File: src/rtl/tablero_pkg.sv
// Shared definitions for the board reader: FSM states, cell codes and board geometry.
package tablero_pkg;

  typedef enum logic [1:0] {
    REPOSO = 2'd0,
    EMITE  = 2'd1,
    FIN    = 2'd2
  } estado_t;

  localparam logic [1:0] VACIA    = 2'b00;
  localparam logic [1:0] X        = 2'b01;
  localparam logic [1:0] O        = 2'b10;
  localparam logic [1:0] INVALIDA = 2'b11;

  localparam int         NUM_CELDAS = 9;
  localparam logic [3:0] ULTIMA     = 4'(NUM_CELDAS - 1);

endpackage

File: src/rtl/lector_tablero.sv
// Snapshots a 3x3 board and presents its cells one by one on a valid/ready
// handshake, tallying X, O and invalid codes as they are consumed.
module lector_tablero
  import tablero_pkg::*;
#(
  parameter bit SALTAR_VACIAS = 1'b0
) (
  input  logic       clk,
  input  logic       rst_n,
  input  logic       inicio,
  input  logic [5:0] fila0,
  input  logic [5:0] fila1,
  input  logic [5:0] fila2,
  output logic [1:0] celda_dato,
  output logic [3:0] celda_indice,
  output logic       celda_valida,
  input  logic       celda_lista,
  output logic       ocupado,
  output logic       fin,
  output logic [3:0] cuenta_x,
  output logic [3:0] cuenta_o,
  output logic       error
);

  estado_t     estado, estado_sig;
  logic [17:0] snapshot;
  logic [3:0]  indice;
  logic        listo;
  logic [1:0]  celda_actual;
  logic        acepta;
  logic        avanza;
  logic        transfer;

  assign celda_actual = snapshot[{indice, 1'b0} +: 2];

  // listo stays low for the first edge after reset so inicio is honoured from the second edge on.
  always_ff @(posedge clk or negedge rst_n) begin
    if (!rst_n) listo <= 1'b0;
    else        listo <= 1'b1;
  end

  always_ff @(posedge clk or negedge rst_n) begin
    if (!rst_n) estado <= REPOSO;
    else        estado <= estado_sig;
  end

  // celda_valida depends only on state and snapshot, never on celda_lista.
  always_comb begin
    estado_sig   = estado;
    celda_valida = 1'b0;
    acepta       = 1'b0;
    avanza       = 1'b0;
    case (estado)
      REPOSO: begin
        acepta = inicio && listo;
        if (acepta) estado_sig = EMITE;
      end
      EMITE: begin
        celda_valida = !SALTAR_VACIAS || (celda_actual != VACIA);
        avanza       = celda_valida ? celda_lista : 1'b1;
        if (avanza && (indice == ULTIMA)) estado_sig = FIN;
      end
      FIN:     estado_sig = REPOSO;
      default: estado_sig = REPOSO;
    endcase
  end

  assign transfer = celda_valida && celda_lista;

  always_ff @(posedge clk or negedge rst_n) begin
    if (!rst_n) begin
      snapshot <= '0;
      indice   <= '0;
      cuenta_x <= '0;
      cuenta_o <= '0;
      error    <= 1'b0;
    end else if (acepta) begin
      snapshot <= {fila2, fila1, fila0};
      indice   <= '0;
      cuenta_x <= '0;
      cuenta_o <= '0;
      error    <= 1'b0;
    end else begin
      if (transfer) begin
        if (celda_actual == X)        cuenta_x <= cuenta_x + 4'd1;
        if (celda_actual == O)        cuenta_o <= cuenta_o + 4'd1;
        if (celda_actual == INVALIDA) error    <= 1'b1;
      end
      if (avanza && (indice != ULTIMA)) indice <= indice + 4'd1;
    end
  end

  assign celda_dato   = (estado == EMITE) ? celda_actual : VACIA;
  assign celda_indice = indice;
  assign ocupado      = (estado != REPOSO);
  assign fin          = (estado == FIN);

endmodule

File: config.mk
export PLATFORM = sky130hd
export DESIGN_NAME = lector_tablero
export DESIGN_NICKNAME = d
export VERILOG_FILES = /design/src/rtl/tablero_pkg.sv /design/src/rtl/lector_tablero.sv
export SDC_FILE = /design/constraint.sdc
export NUM_CORES = 1
export LEC_CHECK = 0
export CORE_ASPECT_RATIO = 1.2
export CORE_MARGIN = 8
export CORE_UTILIZATION = 49
export DETAILED_ROUTE_END_ITERATION = 6
export GPL_TIMING_DRIVEN = 0
export PLACE_DENSITY_LB_ADDON = 0.1
export SLEW_MARGIN = 15
export SYNTH_ARGS = -nofsm -noshare
export SYNTH_HDL_FRONTEND = slang
export SYNTH_SLANG_ARGS = --single-unit
File: constraint.sdc
create_clock -name clk -period 2.6 [get_ports clk]
set_input_delay 0.26 -clock clk [delete_from_list [all_inputs] [get_ports clk]]
set_output_delay 0.26 -clock clk [all_outputs]
set_load 0.01 [all_outputs]
==> results of run 1 <==
-- power by group --
group	total, W	switching, W	leakage (nW)	internal [W]
sequential	0.000911	0.000161	0.428	0.000750
clock	0.000378	0.000174	0.0431	0.000204
combinational	0.00128	0.000614	0.655	0.000667
total	0.00257	0.000949	1.13	0.00162
-- through the flow --
stage	utilization [%]	instances	setup slack, ns	instance area [sq um]
after global routing	68.1	265	0.0404	2250
after global placement	64.2	254	0.0914	2120
after CTS	67.6	264	0.0101	2240
after detailed placement	64.0	254	0.0938	2120
final	68.1	265	0.133	2250
after floorplan	-	178	0.369	1690
-- cell usage after synthesis (all sizes together) --
cell	count
or3	1
o21a	1
conb	1
a31o	2
xnor2	1
a2111oi	2
nor2	7
a2bb2oi	1
nand3	6
nand2b	4
and2	1
o21ai	1
mux4	2
a21oi	2
mux2i	10
ha	4
nand2	65
clkbuf	4
a31oi	1
and2b	1
buf	5
a22o	1
or2	2
nor2b	1
xor2	2
nand3b	1
a32oi	1
nor3b	1
nor4b	1
inv	7
dfrtp	34
and3	2
nand4	3
-- worst paths after layout --
kind,startpoint,end,slack (ns),cells after the start
setup / recovery,celda_indice[0],celda_dato[0],0.13,6
hold reg to reg,snapshot[4],snapshot[4],0.48,2
setup reg to reg,celda_indice[0],cuenta_x[1],0.32,8
hold / removal,rst_n,snapshot[8],0.05,1
min in group clk,snapshot[4],snapshot[4],0.48,2
max in group asynchronous,rst_n,snapshot[10],2.07,1
-- area by class of cell --
type	instances	area [sq um]	area share, %
sequential	34	851	37.7
multi-input combinational	128	781	34.6
timing repair buffer	44	424	18.8
clock buffer	6	82.6	3.66
tap	37	46.3	2.05
buffer	9	43.8	1.94
inverter	7	26.3	1.17
-- kinds of logic (layout without fill, tap and decap cells) --
logic type | Yosys count | in the layout | share of synthesized area, %
xor+xnor | 3 | 3 | 1.56
simple gates | 96 | 96 | 24.9
fa+ha+maj | 4 | 4 | 2.97
buf+inv | 16 | 66 | 4.15
mux | 12 | 12 | 8.83
other cells | 1 | 1 | 0.222
compound gates | 12 | 12 | 6.97
flops | 34 | 34 | 50.4
-- registers in the layout, indices dropped and copies added, names as in the netlist --
register      cells
cuenta_o          4
error             1
listo             1
cuenta_x          4
estado            2
snapshot         18
celda_indice      4
-- metal layers --
layer | global-route usage [%] | wire (um) | vias to the layer above
met5 | 0 | 0 | -
met4 | 5.95 | 80 | 0
met3 | 6.40 | 225 | 9
met2 | 25.9 | 2050 | 30
met1 | 16.3 | 1650 | 686
li1 | - | - | 679
-- repair_timing --
| action | CTS | global route |
|---|---|---|
| setup buffers | 4 | 1 |
| pin swaps | 1 | 0 |
| resized for setup | 2 | 2 |
| endpoints found under the setup margin | 2 | 1 |
==> results.cfg, run 1 <==
[floorplan]
initial_core_util_pct = 51.0
rows = 23
die_area_sq_mm = 0.00558
die_w_um = 69.6
die_y_um = 80.3
pin_count = 40
core_area_sq_mm = 0.00331

[critical_path]
crit_fanout = 4
critical_path_class = flop to output port
start_kind = flop
cp.required_ns = 2.34
path_buf_inv = 2
cp-end-kind = output port
arrival_ns = 2.21
critical-path-top-delay-family = multiplexers
cp_cell_sequence = buf_6, mux4_1, or2_2, a32oi_4, nor2_1, dlygate4sd2_1
slowest_delay_ns = 0.53
critPathSlowestCell = mux4_1

[route]
firstDrtPassIters = 4
dr_total_vias = 1404
drt-initial-drc-count = 37
drc = 0
via_per_inst = 5.30
ant_nets = 0
routedWlPerCell_um = 15.1
wl_um = 4010

[synthesis]
yosysWarnings = 0
netlist.area_leader.share_pct = 50.4
ys_seq_elements = 34
syn_nets = 204
synthCells = 178
yosys-top-cells-area = dfrtp_1 50%, nand2_1 14%, mux2i_1 5.9%
ys_seq_area_share_pct = 50.4
syn_area_sq_mm = 0.00169
synth_top_cell_by_area = dfrtp_1
synth_cell_types = 36
avgSynthCellArea_sq_um = 9.48

[timing]
clock.fmax_ghz = 0.405
period_needed_ns = 2.47
hold_slack_ns = 0.0476
hold_viol_final = 0
setup_viol = 0
max-slew-margin-rel_pct = 49.8
finalSetupTns_ns = 0
maxSlewViolCount = 0
finClkSkew_ns = 0.00337
tightest_slew_ns = 0.753
rsz0062_at_grt = false
fin_crit_sh_pct = 94.9

[finish]
final_cell_mix = 65 x nand2_1, 36 x clkdlybuf4s50_1, 34 x dfrtp_1
fillCellCount = 276
final_common_cell = nand2_1
nNetsFinal = 255
antenna_cells = 0
final_layout_size_suffix_gt1_share_pct = 9.21
layout-area-overhead-vs-synth_pct = 33.7

[power]
ir_worst_vdd_mv = 0.883
fin_total_pwr_w = 0.00257
power_density_mw_per_mm2 = 1140
leakagePower_nw = 1.13

[placed_design]
dp_hpwl_um = 2930
io_buffers = 39
place.gp.congestion = 0.802

[grt]
antenna_found_initial = 0
grt_overflow_total = 0
grt_util_all_layers_pct = 15.2
grt_pass1_vias = 1558
grt_pass1_wl_um = 6910
grt_max_degree = 35

[clock_tree]
cts_buffers = 5
cts_max_path_buffers = 2
cts.sinks = 34
hold_buffers = 0
cts_tree = yes
clk_root_buffer_cell = clkbuf_8
clk_latency_ns = 0.28
h-tree-depth = 2
clk_pin_slew_ns = 0.06

[outcome]
status = finished, final reports clean

[min_path]
hp-class = primary input to async pin

[job]
maxCapViolations = 0
Note: power is estimated with default switching activity, not from simulation.
==> inputs of run 2 (changes only) <==
- CORE_UTILIZATION: 49 -> 44
- clock period: 2.6 -> 2.2 ns (I/O delays scaled with it)
==> results.cfg, run 2 (synthesized netlist as in run 1, its figures left out) <==
[critical_path]
cp-end-kind = flop
crit_fanout = 4
start_kind = flop
crit_top_cell = buf_6
ff2ff_path_depth = 7
arrival_ns = 2.39
path_depth = 7
slowest_delay_ns = 0.51
critical-path-top-delay-family = compound AO/OA/AOI/OAI gates
critPathSlowestCell = mux4_2
cp_cell_sequence = buf_6, mux4_2, a2bb2oi_2, a22o_4, buf_6, or3_4, a31o_1
path_buf_inv = 2
cp.required_ns = 2.38
critical_path_class = flop to flop

[floorplan]
die_area_sq_mm = 0.00608
core_area_sq_mm = 0.00366
initial_core_util_pct = 46.0
die_y_um = 83.8
rows = 24
pin_count = 40
die_w_um = 72.5

[grt]
antenna_found_initial = 0
grt_max_degree = 35
grt_util_all_layers_pct = 15.0
grt_overflow_total = 0
grt_pass1_vias = 1532
grt_pass1_wl_um = 7170

[finish]
final_cell_mix = 65 x nand2_1, 36 x clkdlybuf4s50_1, 34 x dfrtp_1
antenna_cells = 0
final_layout_size_suffix_gt1_share_pct = 13.0
fillCellCount = 334
finish.utilization_pct = 62.8
final_common_cell = nand2_1
top_register = snapshot
final_cells = 283
layout-area-overhead-vs-synth_pct = 36.5
largest_reg_flops = 18
nNetsFinal = 256

[clock_tree]
cts_max_path_buffers = 2
h-tree-depth = 2
cts.sinks = 34
cts_tree = yes
cts_buffers = 5
clk_root_buffer_cell = clkbuf_8
clk_latency_ns = 0.29
clk_pin_slew_ns = 0.07

[route]
via_per_inst = 4.92
drc = 0
firstDrtPassIters = 4
routedWlPerCell_um = 14.5
drt-initial-drc-count = 65
dr_total_vias = 1392
ant_nets = 0
wl_um = 4100

[timing]
clock.fmax_ghz = 0.453
finalSetupTns_ns = -0.00565
setup_viol = 2
tightest_slew_ns = 0.774
fin_ws_ns = -0.00542
fin_crit_sh_pct = 100
hold_slack_ns = -0.00454
rsz0062_at_grt = true
hold_viol_final = 3
period_needed_ns = 2.21
maxSlewViolCount = 0
max-slew-margin-rel_pct = 48.4
finClkSkew_ns = 0.00693

[power]
ir_worst_vdd_mv = 0.777
leakagePower_nw = 1.13
combPwrFrac_pct = 51.6
p_switching_w = 0.00119
p_sw_share_pct = 37.0
p_clk_share_pct = 15.1
seqPwrFrac_pct = 33.3
power_density_mw_per_mm2 = 1400
p_int_w = 0.00203

[min_path]
hp-class = primary input to async pin

[job]
maxCapViolations = 0

[outcome]
status = finished, violations left
violations = negative hold slack, negative setup slack

[placed_design]
dp.cells = 269
io_buffers = 39
dp_hpwl_um = 2920
place.gp.congestion = 0.773
post-place-ws_ns = -0.272
-- run 2: final timing paths --
kind / from / to / slack [ns]
max reg2reg: celda_indice[0] / cuenta_x[3] / -0.005
max: celda_indice[0] / cuenta_x[3] / -0.005
min reg2reg: snapshot[0] / snapshot[0] / 0.48
max in group asynchronous: rst_n / snapshot[0] / 1.70
min: rst_n / snapshot[9] / -0.005
min in group clk: fila1[3] / snapshot[9] / 0.45
-- run 2: cell type report --
class / count / area (sq um) / area share (%)
plain buffers: 8 / 38.8 / 1.68
well taps: 52 / 65.1 / 2.83
clock buffers: 7 / 86.3 / 3.75
repair buffers: 46 / 438 / 19.0
clock inverters: 1 / 5.00 / 0.217
flip-flops and latches: 34 / 851 / 37.0
multi-input cells: 128 / 792 / 34.4
inverters: 7 / 26.3 / 1.14
-- run 2: stage by stage --
| stage | hold WS (ns) | area (sq um) | total power [W] |
|---|---|---|---|
| CTS | 0.0253 | 2280 | 0.00319 |
| detailed placement | 0.346 | 2140 | 0.00251 |
| finish | -0.00454 | 2300 | 0.00322 |
| global route | 0.0559 | 2300 | 0.00345 |
| floorplan | -0.0756 | 1690 | 0.00194 |
| global placement | 0.456 | 2140 | 0.00246 |
-- run 2: routing by layer --
| layer | GRT usage (%) | share of wire, % | up-vias |
|---|---|---|---|
| met5 | 0 | 0 | - |
| met4 | 6.20 | 1.6 | 0 |
| met3 | 5.89 | 6.5 | 7 |
| met2 | 24.8 | 51 | 38 |
| met1 | 16.3 | 41 | 661 |
| li1 | - | - | 686 |
-- run 2: power by group through the flow --
stage / Clock [W] / Sequential [W] / Combinational (W)
finish: 0.000485 / 0.00107 / 0.00166
global route: 0.000519 / 0.00111 / 0.00182
CTS: 0.000503 / 0.00107 / 0.00161
detailed placement: 0 / 0.00109 / 0.00142
global placement: 0 / 0.00107 / 0.00139
floorplan: 0 / 0.00108 / 0.000859
-- run 2: worst reg2reg max path: stages (launching register included) --
cell	delay (ns)
dfrtp_1	0.37
buf_6	0.13
mux4_2	0.51
a2bb2oi_2	0.15
a22o_4	0.24
buf_6	0.12
or3_4	0.39
a31o_1	0.19
-- run 2: what timing repair did --
item / CTS / global route
hold endpoints to repair: 0 / 0
hold buffers: 0 / 0
buffers inserted: 6 / 1
endpoints found under the setup margin: 6 / 6
pin swaps: 5 / 4
gates resized for setup: 14 / 5
==> inputs of run 3 (changes only) <==
- GPL_ROUTABILITY_DRIVEN: default -> 0
- HOLD_SLACK_MARGIN: default -> 0.05
==> results.cfg, run 3 (synthesized netlist as in run 1, its figures left out) <==
[outcome]
status = finished, violations left
violations = negative setup slack

[timing]
setup_viol = 2
period_needed_ns = 2.21
tightest_slew_ns = 0.788
clock.fmax_ghz = 0.453
fin_ws_ns = -0.00564
max-slew-margin-rel_pct = 47.5
hold_viol_final = 0
finClkSkew_ns = 0.00716
rsz0062_at_grt = true
hold_slack_ns = 0.450
fin_crit_sh_pct = 100
maxSlewViolCount = 0

[job]
maxCapViolations = 0

[placed_design]
io_buffers = 39
post-place-ws_ns = -0.272
dp_hpwl_um = 2920

[critical_path]
start_kind = flop
cp.required_ns = 2.38
cp-end-kind = flop
critPathSlowestCell = mux4_2
critical_path_class = flop to flop
slowest_delay_ns = 0.51
path_buf_inv = 2
crit_top_cell = buf_6
cp_cell_sequence = buf_6, mux4_2, a2bb2oi_2, a22o_4, buf_6, or3_4, a31o_1
arrival_ns = 2.39
crit_fanout = 4
critical-path-top-delay-family = compound AO/OA/AOI/OAI gates

[finish]
multiInputGateArea_sq_um = 792
final_cell_mix = 65 x nand2_1, 36 x clkdlybuf4s50_1, 34 x dfrtp_1
fillCellCount = 333
largest_reg_flops = 18
final_layout_size_suffix_gt1_share_pct = 12.9
antenna_cells = 0
nNetsFinal = 257
layout-area-overhead-vs-synth_pct = 37.1
top_register = snapshot
regArea_sq_um = 851
finish.utilization_pct = 63.1
final_common_cell = nand2_1

[power]
p_switching_w = 0.00119
leakagePower_nw = 1.13
combPwrFrac_pct = 51.6
seqPwrFrac_pct = 33.3
p_int_w = 0.00203
p_clk_share_pct = 15.1
fin_total_pwr_w = 0.00322
p_sw_share_pct = 37.0
ir_worst_vdd_mv = 0.777
power_density_mw_per_mm2 = 1390

[clock_tree]
cts_buffers = 5
clk_root_buffer_cell = clkbuf_8
h-tree-depth = 2
cts_tree = yes
clk_pin_slew_ns = 0.07
cts.sinks = 34
clk_latency_ns = 0.29
cts_max_path_buffers = 2

[route]
drc = 0
routedWlPerCell_um = 14.5
dr_total_vias = 1389
firstDrtPassIters = 4
ant_nets = 0
top_layer = met4
wl_met2_um = 2080
drt-initial-drc-count = 55
wl_met1_um = 1710
via_per_inst = 4.89
wl_um = 4120
wl_met3_um = 261

[grt]
grt_pass1_vias = 1535
grt_overflow_total = 0
grt_util_all_layers_pct = 15.0
grt_max_degree = 35
grt_pass1_wl_um = 7180
antenna_found_initial = 0

[floorplan]
rows = 24
initial_core_util_pct = 46.0
die_y_um = 83.8
pin_count = 40
core_area_sq_mm = 0.00366
die_w_um = 72.5
die_area_sq_mm = 0.00608

[min_path]
hp-class = primary input to flop
-- run 3: changes by cell type in the layout (fill, tap and decap cells not counted), sizes merged --
cell	before	now
dlygate4sd3	0	1
-- run 3: per-stage QoR --
stage                     cells  cell area, sq um  setup TNS (ns)
after floorplan             178              1690         -0.0467
after global placement      269              2140          -0.744
after detailed placement    269              2140          -0.873
after CTS                   283              2290         -0.0486
after global routing        284              2310          -0.134
final                       284              2310        -0.00610
-- run 3: final cells by class --
class / count / area share, %
multi-input combinational: 128 / 34.3
buffer: 8 / 1.68
clock inverter: 1 / 0.216
tap: 52 / 2.81
inverter: 7 / 1.14
timing repair buffer: 47 / 19.4
clock buffer: 7 / 3.73
sequential: 34 / 36.8
-- run 3: power groups by stage --
stage / Combinational, W / Sequential, W / Clock, W
2_1_floorplan: 0.000859 / 0.00108 / 0
3_3_place_gp: 0.00139 / 0.00107 / 0
6_report: 0.00166 / 0.00107 / 0.000485
3_5_place_dp: 0.00142 / 0.00109 / 0
5_1_grt: 0.00183 / 0.00111 / 0.000519
4_1_cts: 0.00161 / 0.00107 / 0.000503
-- run 3: worst paths after layout --
kind	start	endpoint	slack, ns	cells after the start
worst max-delay path	celda_indice[0]	cuenta_x[3]	-0.006	7
worst min-delay path	fila1[3]	snapshot[9]	0.45	3
worst max register to register	celda_indice[0]	cuenta_x[3]	-0.006	7
worst min register to register	snapshot[1]	snapshot[1]	0.48	2
max in group asynchronous	rst_n	snapshot[4]	1.15	2
min in group asynchronous	rst_n	snapshot[9]	0.53	2
-- run 3: routing by layer --
metal,up-vias,global-route usage (%)
li1,688,-
met4,0,6.20
met5,-,0
met3,7,5.89
met1,659,16.4
met2,35,24.8
-- run 3: repair_timing --
action / in CTS / in global routing
hold buffers: 1 / 0
resized for setup: 14 / 5
pin swaps: 5 / 4
setup buffers: 6 / 1
hold endpoints to repair: 34 / 0
endpoints found under the setup margin: 6 / 6
-- run 3: worst reg2reg max path, delay by kind of cell, from the launching register on --
family | cells | cell delay, ns
AO/OA/AOI/OAI | 3 | 0.58
multiplexers | 1 | 0.51
AND/OR/NAND/NOR | 1 | 0.39
flip-flops | 1 | 0.37
buffers and inverters | 2 | 0.25
